## config.mk

```make
export PLATFORM = sky130hd
export DESIGN_NAME = rom_dl_arbiter
export DESIGN_NICKNAME = d
export VERILOG_FILES = /design/src/rtl/rom_arb_pkg.sv /design/src/rtl/dl_post_fifo.sv /design/src/rtl/rom_dl_arbiter.sv
export SDC_FILE = /design/constraint.sdc
export NUM_CORES = 1
export LEC_CHECK = 0
export BUFFER_PORTS_ARGS = -buffer_cell sky130_fd_sc_hd__buf_2
export CAP_MARGIN = 20
export CORE_ASPECT_RATIO = 0.75
export CORE_MARGIN = 1
export CORE_UTILIZATION = 55
export DETAILED_ROUTE_END_ITERATION = 8
export GPL_ROUTABILITY_DRIVEN = 1
export PLACE_DENSITY = 0.89
export RECOVER_POWER = 100
export SKIP_CTS_REPAIR_TIMING = 1
export SLEW_MARGIN = 15
export SYNTH_ARGS = -nofsm -noshare
export SYNTH_HDL_FRONTEND = slang
export SYNTH_HIERARCHICAL = 1
export SYNTH_SLANG_ARGS = --single-unit
export TNS_END_PERCENT = 100
```

## constraint.sdc

```tcl
create_clock -name clk_sys -period 8.3 [get_ports clk_sys]
set_input_delay 0.83 -clock clk_sys [delete_from_list [all_inputs] [get_ports clk_sys]]
set_output_delay 0.83 -clock clk_sys [all_outputs]
set_load 0.1 [all_outputs]
```

## src/rtl/rom_arb_pkg.sv

```systemverilog
// Shared types and helpers for the ROM download / CPU BRAM arbiter.
package rom_arb_pkg;

    localparam int unsigned AW = 16;
    localparam int unsigned DW = 8;

    typedef enum logic [1:0] {
        S_HOLD,
        S_RUN,
        S_LOAD,
        S_DRAIN
    } state_t;

    typedef struct packed {
        logic [AW-1:0] addr;
        logic [DW-1:0] data;
    } dl_entry_t;

    function automatic int unsigned clog2(input int unsigned v);
        int unsigned r;
        r = 0;
        for (int i = 0; i < 32; i++) begin
            if ((64'd1 << i) < 64'(v)) begin
                r = 32'(i + 1);
            end
        end
        return r;
    endfunction

endpackage

```

## src/rtl/dl_post_fifo.sv

```systemverilog
// Posting FIFO for download writes; pointers carry a wrap bit to tell full from empty.
module dl_post_fifo
    import rom_arb_pkg::*;
#(
    parameter int unsigned DEPTH = 4
) (
    input  logic      clk_sys,
    input  logic      reset,
    input  logic      push,
    input  logic      pop,
    input  dl_entry_t wdata,
    output dl_entry_t rdata,
    output logic      full,
    output logic      empty
);

    localparam int unsigned PW    = clog2(DEPTH);
    localparam int unsigned PTR_W = PW + 1;

    logic [PTR_W-1:0] wr_ptr_q, wr_ptr_d;
    logic [PTR_W-1:0] rd_ptr_q, rd_ptr_d;
    logic             wr_en;
    logic             rd_en;
    dl_entry_t        mem_q [DEPTH];

    // A push into a full FIFO is only taken when a pop frees a slot in the same cycle.
    always_comb begin
        empty    = (wr_ptr_q == rd_ptr_q);
        full     = (wr_ptr_q[PW-1:0] == rd_ptr_q[PW-1:0]) && (wr_ptr_q[PW] != rd_ptr_q[PW]);
        rd_en    = pop & ~empty;
        wr_en    = push & (~full | rd_en);
        wr_ptr_d = wr_ptr_q;
        rd_ptr_d = rd_ptr_q;
        if (wr_en) begin
            wr_ptr_d = wr_ptr_q + PTR_W'(1);
        end
        if (rd_en) begin
            rd_ptr_d = rd_ptr_q + PTR_W'(1);
        end
        rdata = mem_q[rd_ptr_q[PW-1:0]];
    end

    always_ff @(posedge clk_sys) begin
        if (reset) begin
            wr_ptr_q <= '0;
            rd_ptr_q <= '0;
        end else begin
            wr_ptr_q <= wr_ptr_d;
            rd_ptr_q <= rd_ptr_d;
        end
    end

    always_ff @(posedge clk_sys) begin
        if (wr_en) begin
            mem_q[wr_ptr_q[PW-1:0]] <= wdata;
        end
    end

endmodule

```

## src/rtl/rom_dl_arbiter.sv

```systemverilog
// Shares one single-port BRAM between posted ioctl download writes and CPU reads,
// and sequences the game core reset around a download.
module rom_dl_arbiter
    import rom_arb_pkg::*;
#(
    parameter int unsigned FIFO_DEPTH     = 4,
    parameter int unsigned MAX_DEFER      = 4,
    parameter int unsigned RELEASE_CYCLES = 16
) (
    input  logic          clk_sys,
    input  logic          reset,
    input  logic          dn_active,
    input  logic          dn_wr,
    input  logic [AW-1:0] dn_addr,
    input  logic [DW-1:0] dn_data,
    input  logic          cpu_rd,
    input  logic [AW-1:0] cpu_addr,
    output logic          cpu_wait,
    output logic          cpu_valid,
    output logic [DW-1:0] cpu_rdata,
    output logic [AW-1:0] mem_addr,
    output logic [DW-1:0] mem_din,
    output logic          mem_we,
    input  logic [DW-1:0] mem_dout,
    output logic          core_reset,
    output logic          overflow
);

    localparam int unsigned DEF_W  = clog2(MAX_DEFER + 1);
    localparam int unsigned HOLD_W = clog2(RELEASE_CYCLES + 1);

    state_t              state_q, state_d;
    logic [HOLD_W-1:0]   hold_cnt_q, hold_cnt_d;
    logic [DEF_W-1:0]    defer_q, defer_d;
    logic                rd_flight_q, rd_flight_d;
    logic                cpu_valid_q, cpu_valid_d;
    logic [DW-1:0]       cpu_rdata_q, cpu_rdata_d;
    logic                core_reset_q, core_reset_d;
    logic                overflow_q, overflow_d;

    logic                fifo_full;
    logic                fifo_empty;
    dl_entry_t           fifo_head;
    dl_entry_t           fifo_wdata;
    logic                cpu_grant;
    logic                wr_grant;

    assign fifo_wdata = '{addr: dn_addr, data: dn_data};

    dl_post_fifo #(
        .DEPTH (FIFO_DEPTH)
    ) u_fifo (
        .clk_sys (clk_sys),
        .reset   (reset),
        .push    (dn_wr),
        .pop     (wr_grant),
        .wdata   (fifo_wdata),
        .rdata   (fifo_head),
        .full    (fifo_full),
        .empty   (fifo_empty)
    );

    // One BRAM grant per cycle; a held read is ignored while its data is in flight.
    always_comb begin
        cpu_grant = ~reset & cpu_rd & ~rd_flight_q
                    & (fifo_empty | (defer_q < DEF_W'(MAX_DEFER)));
        wr_grant  = ~reset & ~cpu_grant & ~fifo_empty;
        mem_addr  = cpu_grant ? cpu_addr : fifo_head.addr;
        mem_din   = fifo_head.data;
        mem_we    = wr_grant;
        cpu_wait  = cpu_rd & ~cpu_grant;
    end

    always_comb begin
        state_d      = state_q;
        hold_cnt_d   = hold_cnt_q;
        defer_d      = defer_q;
        rd_flight_d  = cpu_grant;
        cpu_valid_d  = rd_flight_q;
        cpu_rdata_d  = cpu_rdata_q;
        overflow_d   = overflow_q;

        if (rd_flight_q) begin
            cpu_rdata_d = mem_dout;
        end

        if (wr_grant) begin
            defer_d = '0;
        end else if (cpu_grant && !fifo_empty && (defer_q < DEF_W'(MAX_DEFER))) begin
            defer_d = defer_q + DEF_W'(1);
        end

        if (dn_wr && fifo_full && !wr_grant) begin
            overflow_d = 1'b1;
        end

        case (state_q)
            S_HOLD: begin
                if (dn_active) begin
                    state_d = S_LOAD;
                end else if (hold_cnt_q <= HOLD_W'(1)) begin
                    state_d    = S_RUN;
                    hold_cnt_d = '0;
                end else begin
                    hold_cnt_d = hold_cnt_q - HOLD_W'(1);
                end
            end
            S_RUN: begin
                if (dn_active) begin
                    state_d = S_LOAD;
                end
            end
            S_LOAD: begin
                if (!dn_active) begin
                    state_d = S_DRAIN;
                end
            end
            S_DRAIN: begin
                if (dn_active) begin
                    state_d = S_LOAD;
                end else if (fifo_empty && !dn_wr) begin
                    state_d    = S_HOLD;
                    hold_cnt_d = HOLD_W'(RELEASE_CYCLES);
                end
            end
            default: begin
                state_d = S_HOLD;
            end
        endcase

        core_reset_d = (state_d != S_RUN);
    end

    always_ff @(posedge clk_sys) begin
        if (reset) begin
            state_q      <= S_HOLD;
            hold_cnt_q   <= HOLD_W'(RELEASE_CYCLES);
            defer_q      <= '0;
            rd_flight_q  <= 1'b0;
            cpu_valid_q  <= 1'b0;
            cpu_rdata_q  <= '0;
            core_reset_q <= 1'b1;
            overflow_q   <= 1'b0;
        end else begin
            state_q      <= state_d;
            hold_cnt_q   <= hold_cnt_d;
            defer_q      <= defer_d;
            rd_flight_q  <= rd_flight_d;
            cpu_valid_q  <= cpu_valid_d;
            cpu_rdata_q  <= cpu_rdata_d;
            core_reset_q <= core_reset_d;
            overflow_q   <= overflow_d;
        end
    end

    assign cpu_valid  = cpu_valid_q;
    assign cpu_rdata  = cpu_rdata_q;
    assign core_reset = core_reset_q;
    assign overflow   = overflow_q;

endmodule
```

### Yosys cells after proc, flatten, opt, wreduce, memory -nomap -nowiden

Memory sizes are Yosys's and may differ from the RTL's. A register that Yosys moved wholly into a read port is not among the register bits.
Cells that the tools add are included.

* register bits after elaboration: 28
* memory bits (writable): 96
* input bits: 53
* output and inout bits: 37
* memories: 1

Memories
* u_fifo.mem_q: words 4, bits a word 24, rd ports 1, clocked after Yosys merged registers in 1, write ports 1, line dl_post_fifo.sv:24 `dl_entry_t mem_q [DEPTH];`

* add/subtract/negate cells: 4
* order comparisons: 2
* eq/ne operators: 10
* mux-type cells: 17
* bitwise gates (word level): 15
* reductions and logical operators: 13

Operators with widths (number)
* $mux 5: 4
* $mux 16: 1
* $mux 2: 8
* $pmux 5 s2: 1
* $add 3x1->3 const B: 3
* $and 1x1->1: 8
* $pmux 2 s4: 1
* $logic_and 1x1->1: 6
* $ne 2x2->1 const B: 3
* $le 5x1->1 const B: 1
* $not 1->1: 5
* $sub 5x1->5 const B: 1
* $eq 2x2->1 const B: 2
* $reduce_and 4->1: 1
* $eq 3x3->1: 1
* $logic_not 1->1: 3
* $lt 3x3->1 const B: 1
* $eq 2x1->1 const B: 1
* $eq 2x2->1: 1
* $logic_not 2->1: 1
* $mux 1: 2
* $ne 2x1->1 const B: 1
* $or 1x1->1: 2
* $reduce_bool 2->1: 1
* other kinds (2): 2

### Longest topological paths before layout

* depth in word-level cells: 12
* gate-level depth with buffers: 12

### Modules after synthesis

The synthesis kept the hierarchy.

Modules (own cells, without submodules)
* dl_post_fifo: times used 1, cells an instance 181, area an instance 4006.3 um^2, seq. area each 3042.9 um^2
* rom_dl_arbiter: times used 1, cells an instance 154, area an instance 1159.9 um^2, seq. area each 440.4 um^2

### Worst setup path after synthesis

No wires, ideal clock.

* path type: register to register
* start: register u_fifo.wr_ptr_q[1]
* end: register u_fifo.wr_ptr_q[2]
* setup time: 0.125 ns
* arrival: 5.145 ns
* data required time: 8.175 ns
* setup slack: 3.031 ns
* cell stages (with the launch flop): 13
* buffers on the path: 2
* period minus slack after synthesis: 5.269 ns
* cells stage by stage: dfxtp_1 xnor2_2 nand2_1 nor2_1 buf_4 nand2b_1 nand3_2 inv_1 buf_2 nor3_1 inv_1 a41oi_2 mux2_1

* cells in the longest elaborated chain, start to end: 9
* elaborated cells on any way between the ends: 14
* classes of those cells: add/sub (1); eq/ne (2); bitwise (10); reduce/logical (1)

RTL lines
* from (decl): line dl_post_fifo.sv:20 `logic [PTR_W-1:0] wr_ptr_q, wr_ptr_d;`
* from (signal assigned): line dl_post_fifo.sv:48 `wr_ptr_q <= wr_ptr_d;`
* $eq 3x3->1 (*): line dl_post_fifo.sv:28 `empty = (wr_ptr_q == rd_ptr_q);`
* net fifo_empty: line rom_dl_arbiter.sv:42 `logic fifo_empty;`
* $or 1x1->1: line rom_dl_arbiter.sv:66 `& (fifo_empty | (defer_q < DEF_W'(MAX_DEFER)));`
* $and 1x1->1: line rom_dl_arbiter.sv:66
* $not 1->1: line rom_dl_arbiter.sv:67 `wr_grant = ~reset & ~cpu_grant & ~fifo_empty;`
* $and 1x1->1: line rom_dl_arbiter.sv:67
* $and 1x1->1 (*): line rom_dl_arbiter.sv:67
* net mem_we: line rom_dl_arbiter.sv:23 `output logic mem_we,`
* $and 1x1->1 (*): line dl_post_fifo.sv:30 `rd_en = pop & ~empty;`
* $or 1x1->1 (*): line dl_post_fifo.sv:31 `wr_en = push & (~full | rd_en);`
* $and 1x1->1 (*): line dl_post_fifo.sv:31

Mark *: on every way through the listed nets, which the timed path passes. The rest lies on a longest branch.
A chain may end at the register's enable or synchronous reset.

### Final worst setup path

* start: input port reset
* end: memory u_fifo/mem_q[0][23] (netlist name), enable pin

* cells in the longest elaborated chain, start to end: 12

RTL lines
* from (decl): line rom_dl_arbiter.sv:11 `input logic reset,`
* $not 1->1 (*): line rom_dl_arbiter.sv:65, rom_dl_arbiter.sv:67
* $and 1x1->1 (2 in a row): line rom_dl_arbiter.sv:65 `cpu_grant = ~reset & cpu_rd & ~rd_flight_q`
* $and 1x1->1: line rom_dl_arbiter.sv:66
* $not 1->1: line rom_dl_arbiter.sv:67
* $and 1x1->1 (*) (2 in a row): line rom_dl_arbiter.sv:67
* $and 1x1->1 (*): line dl_post_fifo.sv:30
* $or 1x1->1 (*): line dl_post_fifo.sv:31
* $and 1x1->1 (*): line dl_post_fifo.sv:31
* $mux 1 (*): line dl_post_fifo.sv:54 `if (wr_en) begin`
* $mux 1 (implied by the code) (*): line dl_post_fifo.sv:55 `mem_q[wr_ptr_q[PW-1:0]] <= wdata;`
* to (decl): line dl_post_fifo.sv:24

Mark *: on every way between the ends. The rest lies on a longest branch, timed or not.

==> results.sh <==
export IMPL_status="complete, but fails checks"
export IMPL_violations="max-capacitance violations, max-slew violations"
export IMPL_place_area_um2=5740
export IMPL_met3_wirelength_from_detailed_routing_um=686
export IMPL_cts_max_path_buffers=2
export IMPL_cts_tree="yes"
export IMPL_max_freq_mhz=173
export IMPL_drt_antenna_violating_nets=0
export IMPL_timing_max_cap_violations=5
export IMPL_clock_latency_ns=0.41
export IMPL_cp_cell_sequence="clkbuf_1 > nor2_4 > nand3_1 > inv_1 > nor3_1 > inv_1 > a41oi_1 > and2_0 > clkbuf_1"
export IMPL_antenna_violations_before_repair=0
export IMPL_h_tree_depth=4
export IMPL_post_synth_instance_area_um2=5170
export IMPL_gp_routability_congestion=0.799
export IMPL_clock_power_share_pct=42.8
export IMPL_setup_worst_path_end_class="flop"
export IMPL_synth_nets=396
export IMPL_site_row_count=30
export IMPL_path_delay_family="buffers and inverters"
export IMPL_netlist_instances=335
export IMPL_post_place_ws_ns=4.11
export IMPL_timing_critical_path_depth=9
export IMPL_detail_route_iter0_violations=194
export IMPL_timing_max_transition_violations_final=137
export IMPL_synth_area_leader_cell="edfxtp_1"
export IMPL_worstSetupStartpointType="primary input"
export IMPL_synthesis_area_per_instance_um2=15.4
export IMPL_grt_total_usage_pct=22.8
export IMPL_total_length_of_routed_met2_wires_um=5310
export IMPL_coreArea_um2=9080
export IMPL_floorplan_initialDensity_pct=56.9
export IMPL_routed_wirelength_um=10300
export IMPL_postSynth_asyncResetShare_pct=0
export IMPL_timing_max_slew_rel_slack_pct=-7.96
export IMPL_top_cell_types_by_occurrence_after_synthesis="edfxtp_1 (96), nand2_1 (55), dfxtp_1 (30), mux4_2 (24), nor2_1 (20)"
export IMPL_synth_top_cell_area_share_pct=55.8
export IMPL_grt_overflow_total=0
export IMPL_powerDensity_nw_per_um2=291
export IMPL_r2r_worst_path_cells=11
export IMPL_tritoncts_num_buffers=17
export IMPL_synthToLayoutAreaGrowth_pct=20.9
export IMPL_power_static_leakage_uw=0.00223
export IMPL_netlist_cell_type_count=47
export IMPL_hold_path_depth=2
export IMPL_chipHeight_um=85.9
export IMPL_grt_pass1_wl_um=15900
export IMPL_crit_slowest_cell="clkbuf_1"
export IMPL_power_switching_fraction_pct=28.1
export IMPL_floorplan_io_pins=90
export IMPL_worst_endpoint_required_ns=8.30
export IMPL_worst_ir_drop_on_vdd_uv=203
export IMPL_share_seq_of_total_power_pct=40.6
export IMPL_multi_input_comb_area_um2=1520
export IMPL_place_hpwl_um=6220
export IMPL_yosys_register_bits=126
export IMPL_critical_path_arrival_ns=5.78
export IMPL_synth_sequential_area_ratio_pct=67.4
export IMPL_synth_most_common_cell="edfxtp_1"
export IMPL_finalWorstPathRequiredPeriod_ns=5.78
export IMPL_hold_slack_ns=0.455
export IMPL_p_total_uw=1820
export IMPL_clk_pin_slew_ns=0.05
export IMPL_wl_per_cell_um=18.1
export IMPL_cell_internal_pwr_uw=1310
export IMPL_power_frac_comb_pct=16.5
export IMPL_synth_edf_count=96
export IMPL_design_die_area_um2=9790
export IMPL_design_final_nets=493
export IMPL_type_of_the_worst_setup_path="primary input to flop"
export IMPL_die_x_um=114
export IMPL_vias=3087
export IMPL_drt_drc_violations_left=0
export IMPL_min_period_over_period_pct=69.6
export IMPL_synthesis_yosys_warnings=6
export IMPL_portBuffers=89
export IMPL_fill_cells=633
export IMPL_synthTopCellsByArea="edfxtp_1 (56%), dfxtp_1 (12%), mux4_2 (10%)"
export IMPL_postLayoutCellArea_um2=6250
export IMPL_final_seq_area_um2=3480
export IMPL_hold_viol_final=0
export IMPL_viasPerCell=5.41
export IMPL_largest_net_degree_at_the_start_of_global_routing=37
export IMPL_setup_repair_after_global_routing_missed_its_margin="false"
export IMPL_critPathMaxFanout=36
export IMPL_grt_pass1_vias=3198
export IMPL_path_buf_inv=4
export IMPL_p_switching_uw=512
export IMPL_dominantRegCellSynth="edfxtp_1"
export IMPL_slowest_delay_ns=1.18
export IMPL_report_final_setup_viol=0
export IMPL_drive_gt1_share_pct=19.6
export IMPL_met1Wirelength_um=4210
export IMPL_drtPass1Iterations=4
export IMPL_worst_hold_path_type="flop to flop"
export IMPL_fin_setup_tns_ns=0
export IMPL_clockRootBuffer="clkbuf_16"
export IMPL_layout_skew_ns=0.0159
export IMPL_timing_worst_slew_pin_value_ns=1.62
export IMPL_antenna_cells=0
export IMPL_final_critical_path_setup_slack_ns=2.52
export IMPL_clock_sink_count=126
export IMPL_dr_max_layer_used="met4"
-- power by group through the flow --
stage          clock network (uW)  registers (uW)  logic [uW]
6_report                      779             740         301
5_1_grt                       817             744         317
4_1_cts                       793             740         312
3_5_place_dp                    0             752         308
3_3_place_gp                    0             749         302
2_1_floorplan                   0             755         242
-- cell type report --
| type | count | share of cell area [%] |
|---|---|---|
| flip-flops and latches | 126 | 55.8 |
| clock buffers | 17 | 6.81 |
| inverters | 14 | 0.841 |
| well taps | 128 | 2.56 |
| multi-input cells | 180 | 24.3 |
| repair buffers | 93 | 6.55 |
| clock inverters | 13 | 3.14 |
-- layout by cell type (no fill, tap or decap), drive strengths merged, types with 5 or more instances in the layout --
cell type and count:
a21oi 8, buf 30, bufinv 5, clkbuf 80
clkinv 6, dfxtp 30, edfxtp 96, ha 8
inv 15, mux2i 11, mux4 24, nand2 55
nand2b 5, nor2 21
-- kinds of logic after synthesis --
| kind of cell | count (synthesis) | synth area share [%] |
|---|---|---|
| adder cells (fa/ha/maj) | 8 | 1.94 |
| AO/OA/AOI/OAI | 25 | 3.75 |
| AND/OR/NAND/NOR | 103 | 9.28 |
| flip-flops | 126 | 67.4 |
| buffers and inverters | 29 | 2.79 |
| multiplexers | 39 | 13.5 |
| XOR/XNOR | 5 | 1.28 |
-- through the flow --
stage	std cells	util (%)
floorplan	335	-
global placement	540	62.9
detailed placement	541	63.2
CTS	571	70.1
global route	571	68.8
finish	571	68.8
-- routing by layer --
layer	global-route usage (%)	up-vias
li1	-	1433
met1	26.0	1519
met2	39.5	124
met3	8.55	11
met4	8.38	0
met5	0	-
-- flip-flops by register name, summed over array words and instances (netlist names), named ones only --
register	count
u_fifo/mem_q	96
cpu_rdata	8
hold_cnt_q	5
defer_q	3
u_fifo/rd_ptr_q	3
u_fifo/wr_ptr_q	3
state_q	2
core_reset	1
cpu_valid	1
cpu_valid_d	1
overflow	1
-- tightest hold or removal path, delay by kind of cell (launching register included) --
| family | cells | cell delay [ns] |
|---|---|---|
| buffers and inverters | 1 | 0.05 |
| AO/OA/AOI/OAI | 1 | 0.05 |
| flip-flops | 1 | 0.31 |
-- final timing paths --
check / from / endpoint / slack, ns
hold / removal: overflow / overflow / 0.45
hold reg to reg: overflow / overflow / 0.45
setup / recovery: reset / u_fifo/mem_q[0][23] / 2.52
setup reg to reg: u_fifo/wr_ptr_q[1] / u_fifo/mem_q[0][23] / 2.91
(Power assumes the default switching activity.)
